==> config.mk <==
export PLATFORM = sky130hd
export DESIGN_NAME = uart_tx
export DESIGN_NICKNAME = d
export VERILOG_FILES = /design/src/rtl/uart_tx.sv
export SDC_FILE = /design/constraint.sdc
export NUM_CORES = 1
export LEC_CHECK = 0
export BUFFER_PORTS_ARGS = -buffer_cell sky130_fd_sc_hd__clkbuf_2
export CORE_MARGIN = 2
export CORE_UTILIZATION = 63
export DETAILED_ROUTE_END_ITERATION = 10
export GPL_TIMING_DRIVEN = 0
export PLACE_DENSITY = 0.83
export SETUP_SLACK_MARGIN = 0.1
export SYNTH_ARGS = -nofsm -noshare
export SYNTH_HDL_FRONTEND = slang
export SYNTH_SLANG_ARGS = --single-unit
export TNS_END_PERCENT = 100
==> constraint.sdc <==
create_clock -name clk -period 3.45 [get_ports clk]
set_clock_uncertainty 0.2 [all_clocks]
set_input_delay 0.69 -clock clk [delete_from_list [all_inputs] [get_ports clk]]
set_output_delay 0.69 -clock clk [all_outputs]
set_load 0.05 [all_outputs]
==> src/rtl/uart_tx.sv <==
// UART transmitter: one start bit, MSG_BITS data bits LSB first, one stop bit, no parity.
// A ready/valid-style request starts a frame; done_o pulses once the stop bit has completed.
module uart_tx #(
  parameter int CLK_FREQ  = 50000000,
  parameter int BAUD_RATE = 9600,
  parameter int MSG_BITS  = 8
) (
  input  logic                clk,
  input  logic                rst,
  input  logic [MSG_BITS-1:0] symbol_i,
  input  logic                send_i,
  output logic                ready_o,
  output logic                done_o,
  output logic                uart_o
);

  localparam int CLKS_PER_BIT = CLK_FREQ / BAUD_RATE;
  localparam int CNT_W        = (CLKS_PER_BIT > 1) ? $clog2(CLKS_PER_BIT) : 1;
  localparam int IDX_W        = $clog2(MSG_BITS);

  generate
    if (CLKS_PER_BIT < 2) begin : g_bad_baud
      $error("uart_tx: CLK_FREQ / BAUD_RATE must be at least 2");
    end
    if (MSG_BITS < 5 || MSG_BITS > 9) begin : g_bad_width
      $error("uart_tx: MSG_BITS must be in 5..9");
    end
  endgenerate

  typedef enum logic [1:0] {
    IDLE  = 2'd0,
    START = 2'd1,
    DATA  = 2'd2,
    STOP  = 2'd3
  } state_t;

  state_t              state_q, state_d;
  logic [CNT_W-1:0]    baud_q, baud_d;
  logic [IDX_W-1:0]    idx_q, idx_d;
  logic [MSG_BITS-1:0] shift_q, shift_d;
  logic                uart_q, uart_d;
  logic                ready_q, ready_d;
  logic                done_q, done_d;
  logic                baud_last;

  assign baud_last = (baud_q == CNT_W'(CLKS_PER_BIT - 1));

  always_comb begin
    state_d = state_q;
    baud_d  = baud_q;
    idx_d   = idx_q;
    shift_d = shift_q;
    uart_d  = uart_q;
    ready_d = ready_q;
    done_d  = 1'b0;
    case (state_q)
      IDLE: begin
        if (send_i && ready_q) begin
          state_d = START;
          shift_d = symbol_i;
          baud_d  = '0;
          uart_d  = 1'b0;
          ready_d = 1'b0;
        end
      end
      START: begin
        if (baud_last) begin
          state_d = DATA;
          baud_d  = '0;
          idx_d   = '0;
          uart_d  = shift_q[0];
        end else begin
          baud_d = baud_q + CNT_W'(1);
        end
      end
      DATA: begin
        if (baud_last) begin
          baud_d = '0;
          if (idx_q == IDX_W'(MSG_BITS - 1)) begin
            state_d = STOP;
            uart_d  = 1'b1;
          end else begin
            // Bit 1 of the current shift value is the next bit to drive.
            shift_d = shift_q >> 1;
            idx_d   = idx_q + IDX_W'(1);
            uart_d  = shift_q[1];
          end
        end else begin
          baud_d = baud_q + CNT_W'(1);
        end
      end
      STOP: begin
        if (baud_last) begin
          state_d = IDLE;
          baud_d  = '0;
          ready_d = 1'b1;
          done_d  = 1'b1;
        end else begin
          baud_d = baud_q + CNT_W'(1);
        end
      end
      default: begin
        state_d = IDLE;
        baud_d  = '0;
        uart_d  = 1'b1;
        ready_d = 1'b1;
      end
    endcase
  end

  always_ff @(posedge clk) begin
    if (rst) begin
      state_q <= IDLE;
      baud_q  <= '0;
      idx_q   <= '0;
      shift_q <= '0;
      uart_q  <= 1'b1;
      ready_q <= 1'b1;
      done_q  <= 1'b0;
    end else begin
      state_q <= state_d;
      baud_q  <= baud_d;
      idx_q   <= idx_d;
      shift_q <= shift_d;
      uart_q  <= uart_d;
      ready_q <= ready_d;
      done_q  <= done_d;
    end
  end

  assign uart_o  = uart_q;
  assign ready_o = ready_q;
  assign done_o  = done_q;

endmodule
==> flow_metrics.tcl, run 1 <==
set metrics [dict create \
    synth.avg_cell_area_um2 9.13 \
    critical_path.n_buffers_inverters 1 \
    grt_max_degree 11 \
    gp_congestion 0.888 \
    finalWirelength_mm 3.95 \
    synth_edf_count 0 \
    mappedNetlistNets 212 \
    timing.hold.worst.class "reg -> reg" \
    dieArea_um2 3220 \
    post_layout_nonfiller_instances 244 \
    initial_utilization_pct 64.7 \
    worst-setup-path-type "reg -> reg" \
    mapped_cells 192 \
    vias_in_the_first_global_route 1559 \
    placed_area_um2 1860 \
    clk_pin_slew_worst_paths_ns 0.09 \
    drt-wirelength-per-cell_um 16.2 \
    post-layout-total-power_mw 1.42 \
    timing.final.setup_violations 0 \
    placementRows 19 \
    largest_stage_delay_worst_path_ns 0.69 \
    worst_setup_path_start_kind "flip-flop" \
    area_growth_syn_to_layout_pct 9.92 \
    antenna_found_initial 0 \
    dp_hpwl_mm 2.87 \
    synth_seq_area_share_pct 33.1 \
    power.leakage_nw 0.725 \
    outcome "finished, final reports clean" \
    cts_inserted_buffers 5 \
    finalCriticalPeriod_ns 2.23 \
    clock_latency_ns 0.33 \
    1st_iter_drt_viols 95 \
    dieHeight_um 56.8 \
    drc 0 \
    timing.hold.ws_ns 0.279 \
    post-cts-setup-buffers 0 \
    post_cts_hold_buffer_count 0 \
    endpoint_kind "flip-flop" \
    post_cts.resized_instances 0 \
    netlist-cell-type-count 52 \
    power.density_cell_area_nw_per_um2 737 \
    placement.io_buffers 13 \
    worstPathMaxFanout 9 \
    post-place-cells 236 \
    worst_ep_required_time_ns 3.48 \
    design.core.area_um2 2710 \
    final_design_area_no_fill_um2 1930 \
    clkSinkCount 29 \
    cp_top_family "compound AO/OA/AOI/OAI gates" \
    fin_nets 232 \
    worstPathArrival_ns 2.26 \
    globalRouteOverflowTotal 0 \
    post-place-ws_ns 1.10 \
    timing.max_cap.violations 0 \
    mappedNetlistArea_um2 1750 \
    ant_nets 0 \
    synth_register_bits 29 \
    cts_tree "yes" \
    tns_ns 0 \
    final_layout_size_suffix_gt1_share_pct 20.7 \
    grt_first_pass_wirelength_mm 6.93 \
    synth_async_sr_flop_share_pct 0 \
    drv_slew 0 \
    synth_warnings 0 \
    timing.final.hold_violations 0 \
    clock_tree.root_cell "sky130_fd_sc_hd__clkbuf_4" \
    grt_setup_unrepaired "false" \
    worst_ir_drop_vdd_uv 833 \
    via_per_inst 6.47 \
    finalCritPeriodShare_pct 64.7 \
    track_usage_pct 27.2 \
    cts.path.max_buffers 2 \
    tightest_pin_transition_ns 0.815 \
    library_cell_contributing_the_largest_single_delay_on_the_critical_path "sky130_fd_sc_hd__a21boi_1" \
    n_antenna_cell 0 \
    finalCoreUtilization_pct 71.1 \
    final.setup.worst_slack_ns 1.22 \
    worst_slew_margin_rel_pct 45.6 \
    num_vias 1579 \
    boundaryPins 14 \
    timing.critical_path.cells "inv_1 -> ha_1 -> a21boi_1 -> nor3_1 -> a2111oi_2" \
    die-width_um 56.8 \
    firstDrtPassIters 4 \
    clock_tree.htree_level_count 2 \
    fmax_ghz 0.448 \
    ys.flop_type "sky130_fd_sc_hd__dfxtp_1" \
]
[power by group]
group	switching (mW)	leakage (nW)	total [mW]	internal [mW]
registers	0.0507	0.237	0.447	0.397
clock network	0.121	0.0413	0.239	0.118
logic	0.432	0.447	0.735	0.303
total	0.603	0.725	1.42	0.817
[cells in the final DEF (no fill, tap or decap), types with 3 or more instances in the layout]
cell type                  Yosys  final
sky130_fd_sc_hd__dfxtp_1      29     29
sky130_fd_sc_hd__a21oi_1      16     16
sky130_fd_sc_hd__clkbuf_2      0     13
sky130_fd_sc_hd__nand2_1      12     12
sky130_fd_sc_hd__nor2_1       11     11
sky130_fd_sc_hd__mux2i_1       9      9
sky130_fd_sc_hd__ha_1          9      9
sky130_fd_sc_hd__o21ai_0       8      8
sky130_fd_sc_hd__nand3_1       7      7
sky130_fd_sc_hd__buf_4         6      6
sky130_fd_sc_hd__inv_1         5      5
sky130_fd_sc_hd__a311oi_1      5      5
sky130_fd_sc_hd__nand4_1       5      5
sky130_fd_sc_hd__clkbuf_4      0      5
sky130_fd_sc_hd__nor2b_1       4      4
sky130_fd_sc_hd__nor3_1        4      4
sky130_fd_sc_hd__and3_1        4      4
sky130_fd_sc_hd__a31oi_1       4      4
sky130_fd_sc_hd__clkbuf_1      3      3
sky130_fd_sc_hd__o21ai_1       3      3
sky130_fd_sc_hd__nand2b_1      3      3
[flip-flops by register name (all words and copies together) (netlist names)]
register  count
done_o        1
ready_o       1
baud_q       13
shift_q       8
idx_q         3
state_q       2
uart_o        1
[final cells by class]
type	count	area, µm²
plain buffers	15	105
clock buffers	7	65.1
clock inverters	1	5.00
fillers	218	783
inverters	5	18.8
multi-input cells	143	1050
flip-flops and latches	29	581
well taps	31	38.8
repair buffers	13	65.1
[cells in the mapped netlist, types with 2 or more instances]
cell type,number,area (µm²)
sky130_fd_sc_hd__a31oi_1,4,25.0
sky130_fd_sc_hd__nand3_1,7,35.0
sky130_fd_sc_hd__buf_4,6,45.0
sky130_fd_sc_hd__and2_1,2,12.5
sky130_fd_sc_hd__nor3b_1,2,15.0
sky130_fd_sc_hd__xnor2_1,2,17.5
sky130_fd_sc_hd__a21oi_2,2,17.5
sky130_fd_sc_hd__nor2_1,11,41.3
sky130_fd_sc_hd__a311oi_1,5,43.8
sky130_fd_sc_hd__dfxtp_1,29,581
sky130_fd_sc_hd__ha_1,9,113
sky130_fd_sc_hd__mux2i_1,9,90.1
sky130_fd_sc_hd__a22o_1,2,17.5
sky130_fd_sc_hd__or4_1,2,15.0
sky130_fd_sc_hd__nand4_1,5,31.3
sky130_fd_sc_hd__inv_1,5,18.8
sky130_fd_sc_hd__a311oi_2,2,30.0
sky130_fd_sc_hd__nand2b_1,3,18.8
sky130_fd_sc_hd__o21ai_1,3,15.0
sky130_fd_sc_hd__buf_2,2,10.0
sky130_fd_sc_hd__nor3_1,4,20.0
sky130_fd_sc_hd__clkbuf_1,3,11.3
sky130_fd_sc_hd__o21ai_0,8,40.0
sky130_fd_sc_hd__a311o_1,2,20.0
sky130_fd_sc_hd__nor2b_1,4,25.0
sky130_fd_sc_hd__and4_1,2,17.5
sky130_fd_sc_hd__nor4bb_1,2,20.0
sky130_fd_sc_hd__buf_1,2,7.51
sky130_fd_sc_hd__a21oi_1,16,80.1
sky130_fd_sc_hd__nand2_1,12,45.0
sky130_fd_sc_hd__and3_1,4,25.0
[kinds of logic (layout without fill, tap and decap cells)]
kind of cell	count (synthesis)	after routing	share of synthesized area, %
AOI/OAI and AO/OA	59	59	26.4
xor gates and xnor gates	2	2	0.999
adders and majority gates	9	9	6.42
buffers and inverters	20	41	7.07
DFF	29	29	33.1
muxes	9	9	5.14
and+or+nand+nor	64	64	20.8
[layer usage]
layer | share of wire (%) | track usage, % | wire length [µm]
met5 | 0 | 0 | 0
met4 | 2.6 | 12.6 | 104
met1 | 44 | 33.7 | 1730
met3 | 5.2 | 5.07 | 205
met2 | 48 | 45.3 | 1910
[path summary, 6_finish.rpt]
check	startpoint	slack, ns	to	cells after the start
max reg2reg	state_q[0]	1.22	state_q[0]	5
min	baud_q[12]	0.28	baud_q[12]	2
min reg2reg	baud_q[12]	0.28	baud_q[12]	2
max	state_q[0]	1.22	state_q[0]	5
[worst min-delay path, stage by stage, from the launching register on]
cell and delay (ns):
sky130_fd_sc_hd__dfxtp_1 0.33, sky130_fd_sc_hd__inv_1 0.05, sky130_fd_sc_hd__o21ai_1 0.06
Note: power is estimated with default switching activity, not from simulation.
==> inputs of run 2 (changes only) <==
CORE_UTILIZATION = 59   (was 63)
PLACE_DENSITY = 0.79   (was 0.83)
clock period = 2.2 ns   (was 3.45 ns; I/O delays follow)
==> run 2 against run 1 <==
Clock power increased by 28%. Non-clock buffer count is 3 higher. Via count decreased by 2.0%. Core utilization up 0.70 points. Die area increased by 6.3%. Critical endpoint is now idx_q[0]. Largest cell class unchanged. Highest routed layer unchanged.
==> flow_metrics.tcl, run 2 (synthesized netlist as in run 1, its figures left out) <==
set metrics [dict create \
    outcome "finished, final reports clean" \
    worst_ir_drop_vdd_uv 1060 \
    clock_power_share_pct 13.6 \
    placementRows 19 \
    die-width_um 58.5 \
    clock_tree.root_cell "sky130_fd_sc_hd__clkbuf_4" \
    worstPathArrival_ns 2.12 \
    placement.io_buffers 13 \
    switching_fraction_pct 42.6 \
    power_frac_comb_pct 54.5 \
    design.core.area_um2 2780 \
    finalCritPeriodShare_pct 94.2 \
    largest_reg_flops 13 \
    cts.path.max_buffers 2 \
    grt_first_pass_wirelength_mm 6.71 \
    post-place-cells 236 \
    drc 0 \
    area_growth_syn_to_layout_pct 13.9 \
    clock_latency_ns 0.33 \
    timing.critical_path.cells "nor4bb_1 -> buf_4 -> nand3_2 -> or4_1 -> a21oi_1" \
    initial_utilization_pct 63.0 \
    tightest_pin_transition_ns 0.575 \
    dieArea_um2 3420 \
    ant_nets 0 \
    worst_hold_startpoint "symbol_i[7]" \
    gp_congestion 0.842 \
    critical_path.n_buffers_inverters 1 \
    globalRouteOverflowTotal 0 \
    via_per_inst 6.26 \
    finalCriticalPeriod_ns 2.07 \
    regToRegSetupSlack_ns 0.13 \
    final_layout_size_suffix_gt1_share_pct 24.5 \
    firstDrtPassIters 4 \
    drv_slew 0 \
    crit-reg2reg-capture "idx_q[0]" \
    regMostFlops "baud_q" \
    post_cts_hold_buffer_count 0 \
    worst_slew_margin_rel_pct 61.7 \
    post_layout_nonfiller_instances 247 \
    num_vias 1547 \
    library_cell_contributing_the_largest_single_delay_on_the_critical_path "sky130_fd_sc_hd__nor4bb_1" \
    hold_end "shift_q[7]" \
    clkSinkCount 29 \
    cts_tree "yes" \
    cp_top_family "simple AND/OR/NAND/NOR gates" \
    finalCoreUtilization_pct 71.8 \
    layout_top_registers "baud_q x13, shift_q x8, idx_q x3" \
    dieHeight_um 58.5 \
    worstPathMaxFanout 7 \
    cts_inserted_buffers 5 \
    most-common-layout-cells "sky130_fd_sc_hd__dfxtp_1, sky130_fd_sc_hd__a21oi_1, sky130_fd_sc_hd__clkbuf_2, sky130_fd_sc_hd__nand2_1, sky130_fd_sc_hd__nor2_1" \
    hold-path-cell-count 3 \
    timing.max_cap.violations 0 \
    worst_reg2reg_path_depth 5 \
    track_usage_pct 25.5 \
    power.density_cell_area_nw_per_um2 1130 \
    antenna_found_initial 0 \
    dp_hpwl_mm 2.74 \
    1st_iter_drt_viols 60 \
    worst_setup_path_start_kind "flip-flop" \
    timing.hold.worst.class "in -> reg" \
    vias_in_the_first_global_route 1597 \
    finalWirelength_mm 3.96 \
    drt-wirelength-per-cell_um 16.0 \
    worst-setup-path-type "reg -> reg" \
    boundaryPins 14 \
    grt_max_degree 11 \
    power.leakage_nw 0.741 \
    clk_pin_slew_worst_paths_ns 0.09 \
    n_antenna_cell 0 \
    fmax_ghz 0.482 \
    timing.final.setup_violations 0 \
    timing.final.hold_violations 0 \
    worst_ep_required_time_ns 2.25 \
    final_common_cell "sky130_fd_sc_hd__dfxtp_1" \
    endpoint_kind "flip-flop" \
    fin_nets 235 \
    total_switching_power_mw 0.961 \
    largest_stage_delay_worst_path_ns 0.42 \
    reg2reg_from "baud_q[6]" \
    cellInternalPower_mw 1.29 \
    share_seq_of_total_power_pct 31.9 \
    final.fill_count 211 \
    clock_tree.htree_level_count 2 \
]
[run 2: power groups by stage]
stage	clock network, mW	logic [mW]	registers [mW]
2_1_floorplan	0	0.877	0.738
3_3_place_gp	0	1.09	0.703
3_5_place_dp	0	1.13	0.711
4_1_cts	0.314	1.14	0.703
5_1_grt	0.329	1.35	0.734
6_report	0.307	1.23	0.719
[run 2: layout make-up]
type	count	area [µm²]	share of cell area [%]
sequential	29	589	29.5
timing repair buffer	16	87.6	4.39
buffer	15	114	5.70
inverter	5	18.8	0.940
clock buffer	8	48.8	2.44
tap	31	38.8	1.94
multi-input combinational	143	1100	55.1
[run 2: how the worst max path moves through the flow]
stage	slack, ns	from	end	cells after the start
2_1_floorplan	0.24	baud_q[0]	uart_o	7
3_5_place_dp	-0.01	state_q[0]	state_q[0]	5
5_1_grt	-0.005	baud_q[6]	uart_o	6
4_1_cts	0.10	state_q[0]	shift_q[4]	8
6_report	0.13	baud_q[6]	idx_q[0]	5
3_3_place_gp	0.01	state_q[0]	state_q[0]	5
[run 2: layer usage]
metal  up-vias  global-route usage (%)  part of all wire, %
li1        772                       -                    -
met1       731                    29.8                   42
met2        37                    41.7                   52
met3         7                    6.59                  4.2
met4         0                    15.6                  1.8
met5         -                       0                    0
[run 2: timing repair]
| item | 4_1_cts | 5_1_grt |
|---|---|---|
| pin swaps | 0 | 1 |
| gates resized for setup | 5 | 13 |
| setup buffers | 0 | 3 |
| hold endpoints to repair | 0 | 0 |
| endpoints found under the setup margin | 6 | 18 |
[run 2: through the flow]
| step | hold slack, ns | power (mW) | setup WS, ns | cell area [µm²] | setup TNS (ns) |
|---|---|---|---|---|---|
| 6_report | 0.222 | 2.25 | 0.127 | 2000 | 0 |
| 5_1_grt | 0.253 | 2.42 | -0.00469 | 2000 | -0.00469 |
| 4_1_cts | 0.214 | 2.16 | 0.102 | 1920 | 0 |
| 3_5_place_dp | 0.264 | 1.84 | -0.0135 | 1860 | -0.0135 |
| 3_3_place_gp | 0.250 | 1.79 | 0.0118 | 1860 | 0 |
| 2_1_floorplan | 0.235 | 1.62 | 0.245 | 1750 | 0 |
[run 2: worst reg2reg max path: cells and delay by family (launching register included)]
family	cells	cell delay [ns]
AO/OA/AOI/OAI	1	0.19
buffers and inverters	1	0.25
AND/OR/NAND/NOR	3	0.95
flip-flops	1	0.40
==> inputs of run 3 (changes only) <==
REMOVE_ABC_BUFFERS = 1   (was default)
==> run 3 against run 2 <==
Total power rose by 2.8%. Critical path depth stayed put. Highest routed layer unchanged. Clock-buffer cell count down 2. Critical path type unchanged. Register-to-register slack got worse by 0.05 ns. Non-clock buffer count down 2. Core utilization rose by 1.7 points. Critical endpoint is now state_q[0]. Largest power group unchanged.
==> flow_metrics.tcl, run 3 (synthesized netlist as in run 1, its figures left out) <==
set metrics [dict create \
    grt_setup_unrepaired "false" \
    clock_tree.root_cell "sky130_fd_sc_hd__clkbuf_4" \
    drt-wirelength-per-cell_um 18.1 \
    largest_stage_delay_worst_path_ns 0.51 \
    placement.io_buffers 13 \
    finalCriticalPeriod_ns 2.12 \
    timing.hold.ws_ns 0.226 \
    placed_area_um2 1760 \
    firstDrtPassIters 7 \
    grt_first_pass_wirelength_mm 6.86 \
    finalCoreUtilization_pct 73.5 \
    fmax_ghz 0.471 \
    post-place-cells 221 \
    share_seq_of_total_power_pct 31.1 \
    tns_ns 0 \
    power.leakage_nw 0.755 \
    worst_setup_path_start_kind "flip-flop" \
    timing.hold.worst.class "in -> reg" \
    regMostFlops "baud_q" \
    timing.final.setup_violations 0 \
    drv_slew 0 \
    total_switching_power_mw 1.03 \
    clock_latency_ns 0.35 \
    post_layout_nonfiller_instances 246 \
    timing.critical_path.cells "nor4bb_4 -> buf_4 -> a41oi_2 -> and3_1 -> a2111oi_2" \
    cellInternalPower_mw 1.29 \
    final_design_area_no_fill_um2 2040 \
    clock_tree.htree_level_count 2 \
    worstPathArrival_ns 2.16 \
    area_growth_syn_to_layout_pct 16.6 \
    worst_slew_margin_rel_pct 54.3 \
    track_usage_pct 26.6 \
    power.density_cell_area_nw_per_um2 1130 \
    worst_ep_required_time_ns 2.24 \
    globalRouteOverflowTotal 0 \
    finalCritPeriodShare_pct 96.5 \
    drc 0 \
    clk_pin_slew_worst_paths_ns 0.10 \
    dieHeight_um 58.5 \
    switching_fraction_pct 44.3 \
    antenna_found_initial 0 \
    fin_nets 234 \
    cts.path.max_buffers 2 \
    boundaryPins 14 \
    ant_nets 0 \
    tightest_pin_transition_ns 0.686 \
    worst-setup-path-type "reg -> reg" \
    n_antenna_cell 0 \
    cts_tree "yes" \
    placementRows 19 \
    cp_top_family "simple AND/OR/NAND/NOR gates" \
    clock_power_share_pct 14.1 \
    final_layout_size_suffix_gt1_share_pct 29.3 \
    post_cts_hold_buffer_count 0 \
    1st_iter_drt_viols 97 \
    power_frac_comb_pct 54.8 \
    library_cell_contributing_the_largest_single_delay_on_the_critical_path "sky130_fd_sc_hd__nor4bb_4" \
    critical_path.n_buffers_inverters 1 \
    endpoint_kind "flip-flop" \
    design.core.area_um2 2780 \
    worst_ir_drop_vdd_uv 920 \
    dp_hpwl_mm 2.50 \
    clkSinkCount 29 \
    gp_congestion 0.796 \
    die-width_um 58.5 \
    initial_utilization_pct 63.0 \
    layout_top_registers "baud_q x13, shift_q x8, idx_q x3" \
    num_vias 1636 \
    timing.max_cap.violations 0 \
    timing.final.hold_violations 0 \
    most-common-layout-cells "sky130_fd_sc_hd__dfxtp_1, sky130_fd_sc_hd__a21oi_1, sky130_fd_sc_hd__buf_4, sky130_fd_sc_hd__clkbuf_2, sky130_fd_sc_hd__nand2_1" \
    grt_max_degree 30 \
    cts_inserted_buffers 5 \
    worstPathMaxFanout 6 \
    final_common_cell "sky130_fd_sc_hd__dfxtp_1" \
    dieArea_um2 3420 \
    finalWirelength_mm 4.46 \
    largest_reg_flops 13 \
    vias_in_the_first_global_route 1444 \
    via_per_inst 6.65 \
    outcome "finished, final reports clean" \
]
==> run 3: cell types whose count changed in the layout (fill, tap and decap cells not counted), sizes merged <==
cell    change
a41o        +1
buf         +2
clkbuf      -6
clkinv      +2
==> run 3: what timing repair did <==
action / 4_1_cts / 5_1_grt
endpoints found under the setup margin: 29 / 20
pin swaps: 5 / 3
cloned: 1 / 0
setup buffers: 12 / 4
resized for setup: 14 / 6
==> run 3: path summary, 6_finish.rpt <==
check / startpoint / end / slack, ns / cells past startpoint
setup / recovery: baud_q[8] / state_q[0] / 0.08 / 5
hold / removal: symbol_i[7] / shift_q[7] / 0.23 / 3
setup reg to reg: baud_q[8] / state_q[0] / 0.08 / 5
hold reg to reg: baud_q[12] / baud_q[12] / 0.28 / 2
==> run 3: area by class of cell <==
cell class                 instances  area [µm²]
tap                               31        38.8
timing repair buffer              29         185
fill                             198         737
clock inverter                     2        10.0
inverter                           5        18.8
multi-input combinational        144        1170
sequential                        29         583
clock buffer                       6        41.3
==> run 3: worst register-to-register path: stages (launching register included) <==
cell and delay [ns]:
sky130_fd_sc_hd__dfxtp_1 0.41, sky130_fd_sc_hd__nor4bb_4 0.51, sky130_fd_sc_hd__buf_4 0.23, sky130_fd_sc_hd__a41oi_2 0.19, sky130_fd_sc_hd__and3_1 0.23, sky130_fd_sc_hd__a2111oi_2 0.26
==> run 3: power groups by stage <==
stage               registers (mW)  logic [mW]  clock network, mW
floorplan                    0.738       0.758                  0
global placement             0.702       0.955                  0
detailed placement           0.710        1.00                  0
CTS                          0.707        1.17              0.327
global route                 0.735        1.36              0.353
finish                       0.721        1.27              0.327
==> run 3: per-stage QoR <==
stage | worst slack (ns) | power [mW]
final | 0.0779 | 2.32
after floorplan | -0.209 | 1.50
after global routing | 0.0252 | 2.45
after detailed placement | -0.635 | 1.71
after CTS | 0.0986 | 2.20
after global placement | -0.586 | 1.66
==> run 3: layer usage <==
layer,wire length [µm],share of wire (%),GRT usage [%]
met2,2180,49,43.0
met5,0,0,0
met3,265,5.9,7.03
met4,106,2.4,9.30
met1,1900,43,34.2
